`config.mk`:
```
export PLATFORM = sky130hd
export DESIGN_NAME = command_control
export DESIGN_NICKNAME = d
export VERILOG_FILES = /design/src/rtl/command_control_pkg.sv /design/src/rtl/parity.sv /design/src/rtl/command_control.sv
export SDC_FILE = /design/constraint.sdc
export NUM_CORES = 2
export LEC_CHECK = 0
export CAP_MARGIN = 20
export CELL_PAD_IN_SITES_DETAIL_PLACEMENT = 0
export CELL_PAD_IN_SITES_GLOBAL_PLACEMENT = 1
export CORE_MARGIN = 2
export CORE_UTILIZATION = 55
export DETAILED_ROUTE_END_ITERATION = 10
export GPL_ROUTABILITY_DRIVEN = 0
export PLACE_DENSITY_LB_ADDON = 0.1
export REMOVE_ABC_BUFFERS = 1
export SETUP_SLACK_MARGIN = 0.1
export SYNTH_ARGS = -nofsm -noshare
export SYNTH_HDL_FRONTEND = slang
export SYNTH_SLANG_ARGS = --single-unit
```
`constraint.sdc`:
```
create_clock -name clock -period 70.5 [get_ports clock]
set_input_delay 7.05 -clock clock [delete_from_list [all_inputs] [get_ports clock]]
set_output_delay 7.05 -clock clock [all_outputs]
set_load 0.01 [all_outputs]
```
`src/rtl/command_control_pkg.sv`:
```
// Shared CAPI/AFU types: PSL command/response records and the per-tag bookkeeping line.
package command_control_pkg;

    localparam logic [0:2]  ABT_STRICT        = 3'b000;
    localparam logic [0:15] DEDICATED_CONTEXT = 16'h0000;

    typedef struct packed {
        logic [7:0]  cu_id;
        logic [7:0]  cmd_type;
        logic [15:0] cacheline_id;
    } CommandTagLine;

    typedef struct packed {
        logic        valid;
        logic [0:7]  tag;
        logic        tag_parity;
        logic [0:7]  response;
        logic [0:8]  credits;
    } ResponseInterface;

    typedef struct packed {
        logic          valid;
        logic [0:12]   command;
        logic [0:63]   address;
        logic [0:11]   size;
        CommandTagLine cmd;
    } CommandRequest;

    typedef struct packed {
        logic        valid;
        logic [0:7]  tag;
        logic        tag_parity;
        logic [0:12] command;
        logic        command_parity;
        logic [0:63] address;
        logic        address_parity;
        logic [0:2]  abt;
        logic [0:15] context_handle;
        logic [0:11] size;
    } CommandInterfaceOut;

endpackage

```
`src/rtl/parity.sv`:
```
// Reduction parity over BITS bits; with odd set the result makes the total count of ones odd.
module parity #(
    parameter int unsigned BITS = 8,
    parameter bit          odd  = 1'b1
) (
    input  logic [BITS-1:0] data_i,
    output logic            parity_o
);

    assign parity_o = (^data_i) ^ odd;

endmodule

```
`src/rtl/command_control.sv`:
```
// PSL command issue: tag allocation, credit tracking, odd parity and tag-table response lookup.
// Optional CMD_TAG_CHECK_EN adds sticky error flags and drops responses to non-outstanding tags.
module command_control
    import command_control_pkg::*;
#(
    parameter int unsigned TAG_COUNT    = 32,
    parameter int unsigned CREDIT_WIDTH = 8
) (
    input  logic                    clock,
    input  logic                    rst,
    input  logic                    enabled,
    input  logic [CREDIT_WIDTH-1:0] credits_init,
    input  CommandRequest           command_in,
    output logic                    command_ready,
    input  logic                    response_valid,
    input  logic [7:0]              response_tag,
    output CommandInterfaceOut      command_out,
    output CommandTagLine           response_tag_id_out,
    output logic [0:1]              command_error
);

    localparam int unsigned TagW = (TAG_COUNT > 1) ? $clog2(TAG_COUNT) : 1;

    logic [TAG_COUNT-1:0]    free_d, free_q;
    logic [CREDIT_WIDTH-1:0] credits_d, credits_q;
    logic [CREDIT_WIDTH-1:0] credit_max_d, credit_max_q;
    logic                    enabled_q;
    CommandInterfaceOut      cmd_out_d, cmd_out_q;
    CommandTagLine           rsp_line_d, rsp_line_q;
    CommandTagLine           tag_table_q [TAG_COUNT];

    logic [TagW-1:0] alloc_tag;
    logic [7:0]      alloc_tag8;
    logic            accept;
    logic            rsp_in_range;
    logic [TagW-1:0] rsp_idx;
    logic            rsp_free;
    logic            rsp_credit;
    logic            tag_par, cmd_par, addr_par;

    // Lowest-index free tag, taken from the pre-update free map.
    always_comb begin
        alloc_tag = '0;
        for (int i = int'(TAG_COUNT) - 1; i >= 0; i--) begin
            if (free_q[i]) alloc_tag = TagW'(i);
        end
    end

    assign alloc_tag8    = 8'(alloc_tag);
    assign command_ready = enabled && (credits_q != '0) && (free_q != '0);
    assign accept        = command_in.valid && command_ready;
    assign rsp_in_range  = ({24'b0, response_tag} < TAG_COUNT);
    assign rsp_idx       = response_tag[TagW-1:0];

`ifdef CMD_TAG_CHECK_EN
    logic       rsp_busy;
    logic [0:1] err_d, err_q;

    assign rsp_busy   = rsp_in_range && !free_q[rsp_idx];
    assign rsp_free   = response_valid && rsp_busy;
    assign rsp_credit = rsp_free;

    always_comb begin
        err_d = err_q;
        if (response_valid && !rsp_busy) err_d[0] = 1'b1;
        if (rsp_free && (credits_q == credit_max_q)) err_d[1] = 1'b1;
    end

    always_ff @(posedge clock or posedge rst) begin
        if (rst) err_q <= '0;
        else     err_q <= err_d;
    end

    assign command_error = err_q;
`else
    assign rsp_free      = response_valid && rsp_in_range;
    assign rsp_credit    = response_valid;
    assign command_error = '0;
`endif

    parity #(.BITS(8), .odd(1'b1)) u_tag_parity (
        .data_i   (alloc_tag8),
        .parity_o (tag_par)
    );

    parity #(.BITS(13), .odd(1'b1)) u_cmd_parity (
        .data_i   (command_in.command),
        .parity_o (cmd_par)
    );

    parity #(.BITS(64), .odd(1'b1)) u_addr_parity (
        .data_i   (command_in.address),
        .parity_o (addr_par)
    );

    always_comb begin
        // Release first, then allocate, so allocation wins on a same-tag collision.
        free_d = free_q;
        if (rsp_free) free_d[rsp_idx] = 1'b1;
        if (accept)   free_d[alloc_tag] = 1'b0;

        credits_d    = credits_q;
        credit_max_d = credit_max_q;
        if (enabled && !enabled_q) begin
            credits_d    = credits_init;
            credit_max_d = credits_init;
        end else if (accept && !rsp_credit) begin
            credits_d = credits_q - CREDIT_WIDTH'(1);
        end else if (!accept && rsp_credit && (credits_q != credit_max_q)) begin
            credits_d = credits_q + CREDIT_WIDTH'(1);
        end

        cmd_out_d = '0;
        if (accept) begin
            cmd_out_d.valid          = 1'b1;
            cmd_out_d.tag            = alloc_tag8;
            cmd_out_d.tag_parity     = tag_par;
            cmd_out_d.command        = command_in.command;
            cmd_out_d.command_parity = cmd_par;
            cmd_out_d.address        = command_in.address;
            cmd_out_d.address_parity = addr_par;
            cmd_out_d.abt            = ABT_STRICT;
            cmd_out_d.context_handle = DEDICATED_CONTEXT;
            cmd_out_d.size           = command_in.size;
        end

        rsp_line_d = '0;
        if (response_valid && enabled && rsp_in_range) rsp_line_d = tag_table_q[rsp_idx];
    end

    always_ff @(posedge clock or posedge rst) begin
        if (rst) begin
            free_q       <= '1;
            credits_q    <= '0;
            credit_max_q <= '0;
            enabled_q    <= 1'b0;
            cmd_out_q    <= '0;
            rsp_line_q   <= '0;
        end else begin
            free_q       <= free_d;
            credits_q    <= credits_d;
            credit_max_q <= credit_max_d;
            enabled_q    <= enabled;
            cmd_out_q    <= cmd_out_d;
            rsp_line_q   <= rsp_line_d;
        end
    end

    always_ff @(posedge clock or posedge rst) begin
        if (rst) begin
            for (int i = 0; i < int'(TAG_COUNT); i++) tag_table_q[i] <= '0;
        end else if (accept) begin
            tag_table_q[alloc_tag] <= command_in.cmd;
        end
    end

    assign command_out         = cmd_out_q;
    assign response_tag_id_out = rsp_line_q;

endmodule
```
* Yosys cells after proc, flatten, opt, wreduce, memory -nomap -nowiden
Index checks and enable logic that the tools add are counted.
** Storage, ports and cells
- Register bits :: 1225
- Input port bits :: 142
- Output and inout port bits :: 155
- Word-level logic and storage cells :: 203
** Cells by class
- Add/sub/neg operators :: 2
- Magnitude comparators :: 8
- Eq/ne operators :: 1
- Multiplexer cells :: 49
- Bitwise gates (word level) :: 8
- Reduce and logical (&&, ||, !) cells :: 22
** Operators by type and width (number)
- 1024-bit bitwise mux :: 1
- 32-bit two-way mux :: 6
- 32-bit binary-select mux with 5-bit select :: 1
- 32-bit demux with 5-bit select :: 1
- 5-bit two-way mux :: 32
- 120-bit two-way mux :: 1
- 64-bit parity :: 1
- 32-bit bitwise AND :: 1
- 32-bit inverter :: 1
- 32-bit bitwise OR :: 1
- 32-bit nonzero test :: 1
- 8-bit two-way mux :: 3
- 1-bit logical AND :: 13
- 13-bit parity :: 1
- 6-bit >= comparator, second input constant :: 2
- 5-bit by 6-bit < comparator with 1-bit output, second input constant :: 2
- 5-bit inverter with 6-bit output :: 2
- 1-bit demux with 5-bit select :: 2
- 5-bit by 1-bit >= comparator with 1-bit output, second input constant :: 2
- 8-bit by 1-bit adder with 8-bit output, second input constant :: 1
- 8-bit by 6-bit < comparator with 1-bit output, second input constant :: 1
- 8-bit != test :: 1
- 8-bit nonzero test :: 1
- 8-bit parity :: 1
- 6 further kinds :: 11

* Logic depth before layout (Yosys ltp)
- Word-level depth :: 39
- Mapped depth :: 14
- Gate-level depth less buffers :: 13

* Hierarchy
A second synthesis with hierarchy kept.
** Unflattened totals
- Cell total of the unflattened synthesis :: 3474
- Area, all modules :: 53550.1 sq um
** By module, submodules not included
- command_control :: times used 1, cells each 3395, area an instance 52809.4 sq um, seq. area each 30143.9 sq um
- parity (u_addr_parity) :: times used 1, cells each 63, area an instance 551.8 sq um, seq. area each 0.0 sq um
- parity (u_cmd_parity) :: times used 1, cells each 9, area an instance 127.6 sq um, seq. area each 0.0 sq um
- parity (u_tag_parity) :: times used 1, cells each 7, area an instance 61.3 sq um, seq. area each 0.0 sq um

* Worst setup path before layout
Ideal clock, no wire load.
- Kind :: input to output
- Start point :: in enabled
- End point :: out command_ready
- Arrival time :: 7234 ps
- Data required time :: 63450 ps
- Setup slack :: 56216 ps
- Cell stages on the path :: 1
- Path buffers :: 0
- Cell sequence :: o311a_1
** Between the ends
- Longest elaborated chain between the ends :: 2
** Ends and longest elaborated chain
- from (decl) :: line command_control.sv:11 : input logic enabled,
- 1-bit logical AND (2 in a row) :: line command_control.sv:50 : assign command_ready = enabled && (credits_q != '0) && (free_q != '0);
- to (decl) :: line command_control.sv:14 : output logic command_ready,
No other way between the ends.

* Worst setup path after layout
Same ends and word-level chain as after synthesis.

==> results.sh <==
export IMPL_ys_warn_count=0
export IMPL_drtIter0Drc=2622
export IMPL_final_max_slew_viol_count=0
export IMPL_synthArstFlopShare_pct=100
export IMPL_final_common_cell="dfrtp_1"
export IMPL_ant_nets=0
export IMPL_wire_per_inst_um=29.0
export IMPL_cp_start_kind="primary input"
export IMPL_finalSetupTns_ns=0
export IMPL_cts_hold_buffers=0
export IMPL_first_pass_iters=6
export IMPL_slew_headroom_pct=27.3
export IMPL_grt_ovfl_total=0
export IMPL_cts_setup_buffers=0
export IMPL_finalSetupViolCount=0
export IMPL_period_share_pct=21.9
export IMPL_vias_per_cell=6.29
export IMPL_min_period_ns=15.44
export IMPL_grt_most_used_layer="met2"
export IMPL_seqPwrFrac_pct=46.5
export IMPL_sw_frac_of_total_pct=26.9
export IMPL_finalHoldViolCount=0
export IMPL_fmax_mhz=64.8
export IMPL_endpoint_kind="output pin"
export IMPL_die_x_um=317
export IMPL_finalWirelength_um=147000
export IMPL_clockBufferDepth=3
export IMPL_syn_cell_area_um2=53700
export IMPL_grt_pass1_wl_um=220000
export IMPL_synth_top_area_share_pct=54.5
export IMPL_fin_skew_ns=0.0216
export IMPL_cts_sinks=1203
export IMPL_rows=114
export IMPL_avgSynthCellArea_um2=15.2
export IMPL_htreeDepth=4
export IMPL_powerDensity_nw_per_um2=35.8
export IMPL_final_cell_mix="dfrtp_1, mux2_2, clkdlybuf4s50_1"
export IMPL_cts_tree="built"
export IMPL_cts_resized=0
export IMPL_num_vias=31900
export IMPL_grt_use_met3_pct=4.51
export IMPL_clock_root_buffer="clkbuf_16"
export IMPL_die_area_um2=100000
export IMPL_yosysTopAreaCell="dfrtp_1"
export IMPL_yosysSeqAreaShare_pct=56.1
export IMPL_ios=297
export IMPL_crit_arrival_ns=8.39
export IMPL_grt_util_met2_pct=49.4
export IMPL_cp_max_fo=6
export IMPL_io_buffers=272
export IMPL_combPwrFrac_pct=23.3
export IMPL_n_fill_cell=6961
export IMPL_core_um2=96700
export IMPL_cp_required_ns=63.45
export IMPL_initial_core_util_pct=55.6
export IMPL_p_clk_share_pct=30.2
export IMPL_path_clk_slew_ns=0.05
export IMPL_die_h_um=317
export IMPL_ir_drop_v=0.0000274
export IMPL_ys_flop_type="dfrtp_1"
export IMPL_p_leak_uw=0.0284
export IMPL_drv_cap=0
export IMPL_synth_edff_count=0
export IMPL_synth_seq_cells=1203
export IMPL_yosys_cell_types_count=69
export IMPL_seq_area_um2=30100
export IMPL_syn_to_final_growth_pct=14.7
export IMPL_drive_gt1_share_pct=42.0
export IMPL_synth_cells=3540
export IMPL_p_int_uw=1610
export IMPL_cts_made_buffers=132
export IMPL_rsz0062_at_grt="false"
export IMPL_p_total_uw=2200
export IMPL_grt_max_degree=159
export IMPL_dp_hpwl_um=77300
export IMPL_grt_pass1_vias=34100
export IMPL_tightest_slew_ns=1.09
export IMPL_status="completed"
export IMPL_use_met1_pct=41.2
export IMPL_antenna_found_initial=3
export IMPL_ys_top_cells_by_area="dfrtp_1, mux2_2, mux4_2, dfstp_2, xnor2_1"
export IMPL_final_nets=3852
export IMPL_p_sw_uw=593
export IMPL_multi_input_area_um2=22200
export IMPL_track_usage_pct=30.0
export IMPL_clk_latency_ns=0.74
export IMPL_worstSetupPathType="primary input to output pin"
export IMPL_drc=0
export IMPL_holdCritPathClass="flip-flop to flip-flop"
cell type report:
| class | count | area share, % |
|---|---|---|
| diodes | 1 | 0.00406 |
| clock buffers | 207 | 6.48 |
| clock inverters | 20 | 0.284 |
| inverters | 12 | 0.0853 |
| multi-input cells | 2009 | 36.1 |
| flip-flops and latches | 1203 | 48.9 |
| well taps | 1276 | 2.59 |
| repair buffers | 345 | 5.56 |
power by group through the flow:
stage / logic [µW] / registers (µW) / clock network, µW
global placement: 492 / 1010 / 0
floorplan: 384 / 1000 / 0
CTS: 517 / 1020 / 677
detailed placement: 515 / 1030 / 0
finish: 514 / 1030 / 666
global route: 552 / 1050 / 707
critical path: stages:
cell             delay (ns)
clkdlybuf4s50_1        0.61
o311a_1                0.20
clkdlybuf4s50_1        0.53
synthesized netlist by cell type, types with 8 or more instances:
cell,instances
buf_4,27
o21ai_0,11
a22o_1,32
clkbuf_1,178
buf_6,19
nor2b_1,9
dfstp_2,32
mux2_1,8
xor2_1,10
a31oi_1,38
a221oi_1,32
dfrtp_1,1171
nor3_2,16
nor2_1,54
a22oi_1,64
buf_2,89
buf_1,26
a21oi_1,41
nand3_1,13
mux2_4,30
inv_1,11
xnor2_1,78
nor3_1,11
mux2_2,955
and2_1,95
mux4_2,256
nand2_1,138
flip-flops by register name, indices dropped and copies added, names as in the netlist:
| name | count |
|---|---|
| credits_q | 8 |
| free_q | 32 |
| enabled_q | 1 |
| credit_max_q | 8 |
| tag_table_q | 1024 |
| command_out | 98 |
| response_tag_id_out | 32 |
per-stage QoR:
| step | instances | setup WS (ns) | utilization (%) | hold WS, ns | cell area (µm²) |
|---|---|---|---|---|---|
| final | 5073 | 55.06 | 63.7 | 0.479 | 61600 |
| after global placement | 4838 | 55.07 | 59.2 | 0.453 | 57300 |
| after global routing | 5073 | 55.02 | 63.7 | 0.498 | 61600 |
| after detailed placement | 4840 | 55.05 | 59.3 | 0.468 | 57300 |
| after floorplan | 3224 | 29.61 | - | 0.441 | 52200 |
| after CTS | 5067 | 55.05 | 63.6 | 0.483 | 61500 |
worst paths after layout:
| check | from | slack, ns | end | cells after the start |
|---|---|---|---|---|
| max | enabled | 55.06 | command_ready | 3 |
| min | tag_table_q[970] | 0.48 | tag_table_q[970] | 2 |
| min in group asynchronous | rst | 6.94 | command_out[51] | 2 |
| min reg2reg | tag_table_q[970] | 0.48 | tag_table_q[970] | 2 |
| max in group asynchronous | rst | 60.35 | tag_table_q[789] | 5 |
| max reg2reg | free_q[16] | 66.37 | credits_q[7] | 12 |
layer usage:
| layer | routed length (µm) | part of all wire (%) | vias up |
|---|---|---|---|
| met1 | 61300 | 42 | 17400 |
| met5 | 27 | 0.018 | - |
| met4 | 4550 | 3.1 | 4 |
| met3 | 7620 | 5.2 | 269 |
| met2 | 73800 | 50 | 1001 |
| li1 | - | - | 13200 |
cell families after synthesis:
group / Yosys count / share of synthesized area (%)
multiplexers: 1256 / 31.9
flip-flops: 1203 / 56.1
AND/OR/NAND/NOR: 382 / 3.83
buffers and inverters: 351 / 3.11
AO/OA/AOI/OAI: 252 / 3.44
XOR/XNOR: 88 / 1.43
adder cells (fa/ha/maj): 7 / 0.177
other: 1 / 0.00698
No activity file was read; power rests on OpenSTA's default activity.
